[src/rtl/nn_ctrl_pkg.sv]
// Shared controller types for the NN datapath: sequencer state encoding,
// index-width helper and the MAC accumulator latency.
package nn_ctrl_pkg;

  localparam int MAC_ACC_LATENCY = 1;

  typedef enum logic [1:0] {
    S_IDLE,
    S_RUN,
    S_DRAIN,
    S_DONE
  } seq_state_e;

  // Index width for n positions, never narrower than one bit.
  function automatic int idx_w(input int n);
    return (n <= 1) ? 1 : $clog2(n);
  endfunction

endpackage

[src/rtl/index_wrap_counter.sv]
// Modulo-MAX index counter: clear wins over en; wrap flags the MAX-1 -> 0 step.
// Ports: clock, reset_n, en, clear in; wrap, index out.
module index_wrap_counter
  import nn_ctrl_pkg::*;
#(
  parameter int  MAX = 4,
  localparam int W   = idx_w(MAX)
) (
  input  logic         clock,
  input  logic         reset_n,
  input  logic         en,
  input  logic         clear,
  output logic         wrap,
  output logic [W-1:0] index
);

  localparam logic [W-1:0] LAST = W'(MAX - 1);

  assign wrap = en && (index == LAST);

  always_ff @(posedge clock or negedge reset_n) begin
    if (!reset_n) begin
      index <= '0;
    end else if (clear) begin
      index <= '0;
    end else if (en) begin
      index <= wrap ? '0 : index + W'(1);
    end
  end

endmodule

[src/rtl/layer_sequencer.sv]
// Row-major weight/input address sequencer for one FC layer with MAC enable alignment.
// Ports: clock, reset_n, start, stall in; busy, done, indices, addr, MAC and result strobes out.
module layer_sequencer
  import nn_ctrl_pkg::*;
#(
  parameter int  NUM_COLS    = 3,
  parameter int  NUM_ROWS    = 4,
  parameter int  MEM_LATENCY = 1,
  localparam int COL_W       = idx_w(NUM_COLS),
  localparam int ROW_W       = idx_w(NUM_ROWS),
  localparam int ADDR_W      = idx_w(NUM_ROWS * NUM_COLS)
) (
  input  logic              clock,
  input  logic              reset_n,
  input  logic              start,
  input  logic              stall,
  output logic              busy,
  output logic              done,
  output logic [COL_W-1:0]  col_index,
  output logic [ROW_W-1:0]  row_index,
  output logic [ADDR_W-1:0] weight_addr,
  output logic              addr_valid,
  output logic              mac_en,
  output logic              acc_clear,
  output logic              result_we,
  output logic [ROW_W-1:0]  result_addr
);

  localparam int DW = idx_w(MEM_LATENCY + 1);
  localparam logic [DW-1:0] DRAIN_LAST = DW'(MEM_LATENCY);
  localparam logic [COL_W-1:0] COL_LAST = COL_W'(NUM_COLS - 1);

  typedef struct packed {
    logic             valid;
    logic             first;
    logic             last;
    logic [ROW_W-1:0] row;
  } issue_t;

  typedef struct packed {
    logic             valid;
    logic [ROW_W-1:0] row;
  } wr_t;

  seq_state_e state;
  seq_state_e state_nxt;

  logic          hold;
  logic          adv;
  logic          issue;
  logic          cnt_clr;
  logic          col_wrap;
  logic          row_wrap;
  logic [DW-1:0] drain_cnt;
  logic          drain_end;

  logic [COL_W-1:0] col;
  logic [ROW_W-1:0] row;

  issue_t head;
  issue_t pipe [MEM_LATENCY];
  wr_t    wr_in;
  wr_t    wrq [MAC_ACC_LATENCY];

  // Stall only bites while a layer is in flight.
  assign hold    = stall && (state == S_RUN || state == S_DRAIN);
  assign adv     = !hold;
  assign issue   = (state == S_RUN) && !stall;
  assign cnt_clr = (state == S_IDLE);

  index_wrap_counter #(.MAX(NUM_COLS)) u_col (
    .clock   (clock),
    .reset_n (reset_n),
    .en      (issue),
    .clear   (cnt_clr),
    .wrap    (col_wrap),
    .index   (col)
  );

  index_wrap_counter #(.MAX(NUM_ROWS)) u_row (
    .clock   (clock),
    .reset_n (reset_n),
    .en      (col_wrap),
    .clear   (cnt_clr),
    .wrap    (row_wrap),
    .index   (row)
  );

  always_ff @(posedge clock or negedge reset_n) begin
    if (!reset_n) begin
      drain_cnt <= '0;
    end else if (state != S_DRAIN) begin
      drain_cnt <= '0;
    end else if (adv) begin
      drain_cnt <= drain_cnt + DW'(1);
    end
  end

  assign drain_end = (state == S_DRAIN) && adv &&
                     (drain_cnt == DRAIN_LAST);

  always_ff @(posedge clock or negedge reset_n) begin
    if (!reset_n) begin
      state <= S_IDLE;
    end else begin
      state <= state_nxt;
    end
  end

  always_comb begin
    state_nxt = state;
    unique case (state)
      S_IDLE:  if (start) state_nxt = S_RUN;
      S_RUN:   if (row_wrap) state_nxt = S_DRAIN;
      S_DRAIN: if (drain_end) state_nxt = S_DONE;
      S_DONE:  state_nxt = S_IDLE;
      default: state_nxt = S_IDLE;
    endcase
  end

  always_comb begin
    head.valid = issue;
    head.first = (col == '0);
    head.last  = (col == COL_LAST);
    head.row   = row;
  end

  always_ff @(posedge clock or negedge reset_n) begin
    if (!reset_n) begin
      for (int i = 0; i < MEM_LATENCY; i++) begin
        pipe[i] <= '0;
      end
    end else if (adv) begin
      pipe[0] <= head;
      for (int i = 1; i < MEM_LATENCY; i++) begin
        pipe[i] <= pipe[i-1];
      end
    end
  end

  // The accumulator holds a row's sum one stage after its last MAC.
  always_comb begin
    wr_in.valid = pipe[MEM_LATENCY-1].valid &&
                  pipe[MEM_LATENCY-1].last;
    wr_in.row   = pipe[MEM_LATENCY-1].row;
  end

  always_ff @(posedge clock or negedge reset_n) begin
    if (!reset_n) begin
      for (int i = 0; i < MAC_ACC_LATENCY; i++) begin
        wrq[i] <= '0;
      end
    end else if (adv) begin
      wrq[0] <= wr_in;
      for (int i = 1; i < MAC_ACC_LATENCY; i++) begin
        wrq[i] <= wrq[i-1];
      end
    end
  end

  assign busy        = (state != S_IDLE);
  assign done        = (state == S_DONE);
  assign col_index   = col;
  assign row_index   = row;
  assign weight_addr = ADDR_W'(row) * ADDR_W'(NUM_COLS) +
                       ADDR_W'(col);
  assign addr_valid  = issue;
  assign mac_en      = pipe[MEM_LATENCY-1].valid && adv;
  assign acc_clear   = mac_en && pipe[MEM_LATENCY-1].first;
  assign result_we   = wrq[MAC_ACC_LATENCY-1].valid && adv;
  assign result_addr = wrq[MAC_ACC_LATENCY-1].row;

endmodule

[config.mk]
export PLATFORM = sky130hd
export DESIGN_NAME = layer_sequencer
export DESIGN_NICKNAME = d
export VERILOG_FILES = /design/src/rtl/nn_ctrl_pkg.sv /design/src/rtl/index_wrap_counter.sv /design/src/rtl/layer_sequencer.sv
export SDC_FILE = /design/constraint.sdc
export NUM_CORES = 1
export LEC_CHECK = 0
export BUFFER_PORTS_ARGS = -buffer_cell sky130_fd_sc_hd__buf_2
export CELL_PAD_IN_SITES_DETAIL_PLACEMENT = 0
export CELL_PAD_IN_SITES_GLOBAL_PLACEMENT = 1
export CORE_ASPECT_RATIO = 1.1
export CORE_MARGIN = 4
export CORE_UTILIZATION = 35
export CTS_CLUSTER_DIAMETER = 100
export DETAILED_ROUTE_END_ITERATION = 12
export PLACE_DENSITY_LB_ADDON = 0.05
export SKIP_CTS_REPAIR_TIMING = 1
export SYNTH_ARGS = -nofsm -noshare
export SYNTH_HDL_FRONTEND = slang
export SYNTH_SLANG_ARGS = --single-unit
[constraint.sdc]
create_clock -name clock -period 2.8 [get_ports clock]
set_input_delay 0.14 -clock clock [delete_from_list [all_inputs] [get_ports clock]]
set_output_delay 0.14 -clock clock [all_outputs]
set_load 0.01 [all_outputs]
# == After elaboration in Yosys (flattened, before gate mapping) ==
# Index checks and enable logic that the tools add are counted.
# totals
regBits,15
inputBits,4
elab_cells,56
# op_classes
add_sub_neg,4
mul,1
eq_ne,10
mux,12
n_reduce_logical,19
# ops
cell,count
2-bit two-way mux,9
1-bit logical AND,10
"2-bit == test, second input constant",4
2-bit one-hot mux with 4 select lines,1
"2-bit != test, second input constant",3
2-bit nonzero test,3
"2-bit by 1-bit adder with 2-bit output, second input constant",2
4-bit by 2-bit adder with 4-bit output,1
2-bit logical NOT,2
"2-bit by 2-bit multiplier with 4-bit output, second input constant",1
"2-bit by 1-bit != test with 1-bit output, second input constant",2
3-bit AND reduction,1
"2-bit by 1-bit == test with 1-bit output, second input constant",1
1-bit logical NOT,2
1-bit two-way mux,2
"1-bit adder, second input constant",1
1-bit logical OR,1

# == Longest topological paths before layout ==
# depth
word_depth,8
mapped_depth,6

# == By module ==
# A second synthesis with hierarchy kept.
# unflattened
cells_unflattened,79
area_unflattened_um2,865.8
# modules_own_cells
mod,n_inst,cells_per_inst,area_per_inst_um2,seq_area_each_um2
layer_sequencer,1,61,661.9,275.3
index_wrap_counter (u_row),1,9,106.4,50.0
index_wrap_counter (u_col),1,9,97.6,50.0

# == Least setup slack after synthesis ==
# OpenSTA, ideal clock, no wires.
# synth_path
kind,reg2out
startpoint,register u_col.index[1]
endpoint,output port weight_addr[2]
arrival_ps,1821
required_time_ps,2660
setup_slack_ps,839
path_stages_with_launch,6
cell_sequence,dfrtp_1 -> inv_1 -> fa_1 -> inv_1 -> ha_1 -> fa_1
# synth_via
elab_chain_cells,1
# synth_lines
item,line_no,source
"start, declared",index_wrap_counter.sv:14,output logic [W-1:0] index
"start signal, assigned",index_wrap_counter.sv:27,index <= wrap ? '0 : index + W'(1);
4-bit by 2-bit adder with 4-bit output,layer_sequencer.sv:165,assign weight_addr = ADDR_W'(row) * ADDR_W'(NUM_COLS) +
"end, declared",layer_sequencer.sv:21,"output logic [ADDR_W-1:0] weight_addr,"
# Every way passes these cells.

# == Worst setup path after layout ==
# Same ends and word-level chain as after synthesis.

==> impl_metrics.csv <==
group,metric,value,unit
setup_path,r2r-start,"state[0]$_DFFE_PN0P_",
floorplanning,initial_core_util,0.3731,
pwr,power.density,798.5,mW/mm2
logic_synthesis,synth.avg_cell_area,10.33,um2
global_route,use_met2,0.1655,
clocking,htree_levels,1,
timing,fin_skew,4.071,ps
timing,fmaxAchievable,0.4272,GHz
floorplanning,num_rows,18,
logic_synthesis,synthesis.nets,96,
clocking,cts.sinks,15,
timing,slew_headroom,0.7239,
placement,io_buffers,19,
timing,setup_viol,0,
logic_synthesis,syn_inst,83,
timing,finalSetupTns,0,ps
floorplanning,die_area,0.003305,mm2
clocking,cts_tree,"done",
run,max-cap-violations,0,
clocking,clockRootBuffer,"clkbuf_4",
routing,drc_errors,0,
status,run_status,"completed",
global_route,met3_usage,0.02244,
logic_synthesis,syn_area,857.1,um2
clocking,insertion_delay,280,ps
global_route,grt_first_pass_wirelength,2635,um
routing,ant_nets,0,
cells_and_area,stdcell_area,993.5,um2
global_route,grt_start_max_net_pins,16,
cells_and_area,layout_commonest_cell,"buf_2",
routing,viasPerCell,4.598,
pwr,p_leak,0.5601,nW
cells_and_area,final_util,0.4325,
timing,tightestPinTransition,414.2,ps
global_route,grt_overflow,0,
placement,post-dp-hpwl,1189,um
global_route,antenna_found_initial,0,
pwr,p_total,793.3,uW
logic_synthesis,yosysSeqAreaShare,0.4380,
floorplanning,die_w,55.18,um
setup_path,arrival,2200,ps
floorplanning,die_h,59.90,um
timing,rsz0062_at_grt,"no",
clocking,cts.clk_slew.worst_paths,90,ps
setup_path,path_max_fanout,7,
clocking,cts-buffers-inserted,3,
setup_path,cp_data_required_time,2660,ps
min_path,min_path_type,"primary input to asynchronous set/reset pin",
floorplanning,core_area,0.002297,mm2
timing,maxSlewViolCount,0,
routing,drt_iter0_markers,12,
routing,vias,607,
routing,firstDrtPassIters,4,
cells_and_area,layout_common_cells,"19 x buf_2, 15 x dfrtp_1, 13 x nand2_1",
setup_path,path_class,"register to output port",
clocking,cts_max_path_buffers,2,
placement,gp_congestion,0.6833,
timing,finalCritPeriodShare,0.8361,
placement,place_area,955.9,um2
setup_path,endpoint_kind,"output port",
floorplanning,io_pins,20,
setup_path,setup.worst_path.start_class,"register",
global_route,met1_usage,0.1526,
cells_and_area,nNetsFinal,116,
global_route,grt-busiest-layer,"met2",
setup_path,r2r_end,"state[1]$_DFFE_PN0P_",
logic_synthesis,yosys_warnings,0,
timing,min_period,2341,ps
timing,finalHoldViolations,0,
logic_synthesis,synth_cell_types,30,
pwr,worst_ir_drop_vdd,0.0004657,V
routing,routed_wl,1530,um
setup_path,reg2regPathDepth,4,
cells_and_area,n_antenna_cell,0,
logic_synthesis,synth_seq_cells,15,
global_route,grt_pass1_vias,582,
routing,post_drt_wl_per_cell,11.59,um
cells_and_area,syn_to_final_growth,15.91,%
global_route,gr-usage-all-layers,0.1143,
cells_and_area,fillCellCount,246,
setup_path,r2r_slack,1080,ps
cells_and_area,drive_gt1_frac,0.2843,
[kinds of logic after synthesis]
kind of cell / Yosys count / synth area share
buffers and inverters: 14 / 0.07883
AO/OA/AOI/OAI: 7 / 0.05694
AND/OR/NAND/NOR: 33 / 0.2161
multiplexers: 5 / 0.06131
flip-flops: 15 / 0.4380
adder cells (fa/ha/maj): 9 / 0.1489
[state kept, by name, summed over array words and instances, names as in the netlist]
name and cells:
drain_cnt 1, pipe 5, result_addr 2, state 2, u_col.index 2, u_row.index 2, wrq 1
[through the flow]
| stage | hold slack [ps] | cells | worst slack, ps |
|---|---|---|---|
| floorplan | -155.6 | 83 | 839.0 |
| global placement | 74.48 | 127 | 797.1 |
| detailed placement | 73.93 | 127 | 760.8 |
| CTS | -251.1 | 131 | 421.0 |
| global route | 298.3 | 132 | 342.7 |
| finish | 282.6 | 132 | 459.0 |
[synth_stat cells, drive strengths merged]
cell,count,area share
or2b,1,0.0088
a222oi,1,0.012
nand2b,2,0.023
clkbuf,1,0.0044
and2,3,0.023
and2b,1,0.012
buf,4,0.035
o31ai,1,0.0088
nand3b,1,0.0088
a2bb2oi,1,0.010
o21ai,2,0.012
dfrtp,15,0.44
mux2i,3,0.035
a21o,1,0.0088
nor2,6,0.026
nand3,1,0.0058
ha,7,0.10
nand2,13,0.057
and3,2,0.016
nor2b,1,0.0073
fa,2,0.047
nand4bb,1,0.013
and4bb,1,0.015
a21oi,1,0.0058
inv,9,0.039
mux2,2,0.026
[worst max-delay path, cell delays in order, from the launching register on]
cell and delay, ps:
dfrtp_1 450, inv_1 110, fa_1 540, inv_1 40
ha_1 190, fa_1 470, buf_2 120
[layer usage]
metal / wire length (um) / part of all wire
met5: 0 / 0
met4: 14 / 0.0092
met3: 56 / 0.037
met2: 750 / 0.49
met1: 708 / 0.46
[worst max-delay path by stage]
stage / start / endpoint / slack, ps
2_1_floorplan: u_col.index[1]$_DFFE_PN0P_ / weight_addr[2] / 840
3_3_place_gp: u_row.index[0]$_DFFE_PN0P_ / weight_addr[2] / 800
3_5_place_dp: u_col.index[1]$_DFFE_PN0P_ / weight_addr[2] / 760
4_1_cts: u_col.index[1]$_DFFE_PN0P_ / weight_addr[2] / 420
5_1_grt: u_col.index[1]$_DFFE_PN0P_ / weight_addr[2] / 340
6_report: u_col.index[1]$_DFFE_PN0P_ / weight_addr[2] / 460
[area by class of cell]
class	count	area, um2	share of cell area
flip-flops and latches	15	375.4	0.3778
well taps	30	37.54	0.03778
clock inverters	1	5.005	0.005038
repair buffers	20	105.1	0.1058
clock buffers	3	22.52	0.02267
inverters	9	33.78	0.03401
multi-input cells	54	414.1	0.4169
[report_power, final]
part / switching, mW / internal (mW) / total, mW
Combinational: 0.193 / 0.160 / 0.353
Sequential: 0.0501 / 0.267 / 0.317
Clock: 0.0703 / 0.0529 / 0.123
Total: 0.313 / 0.480 / 0.793
Note: power is estimated with default switching activity, not from simulation.
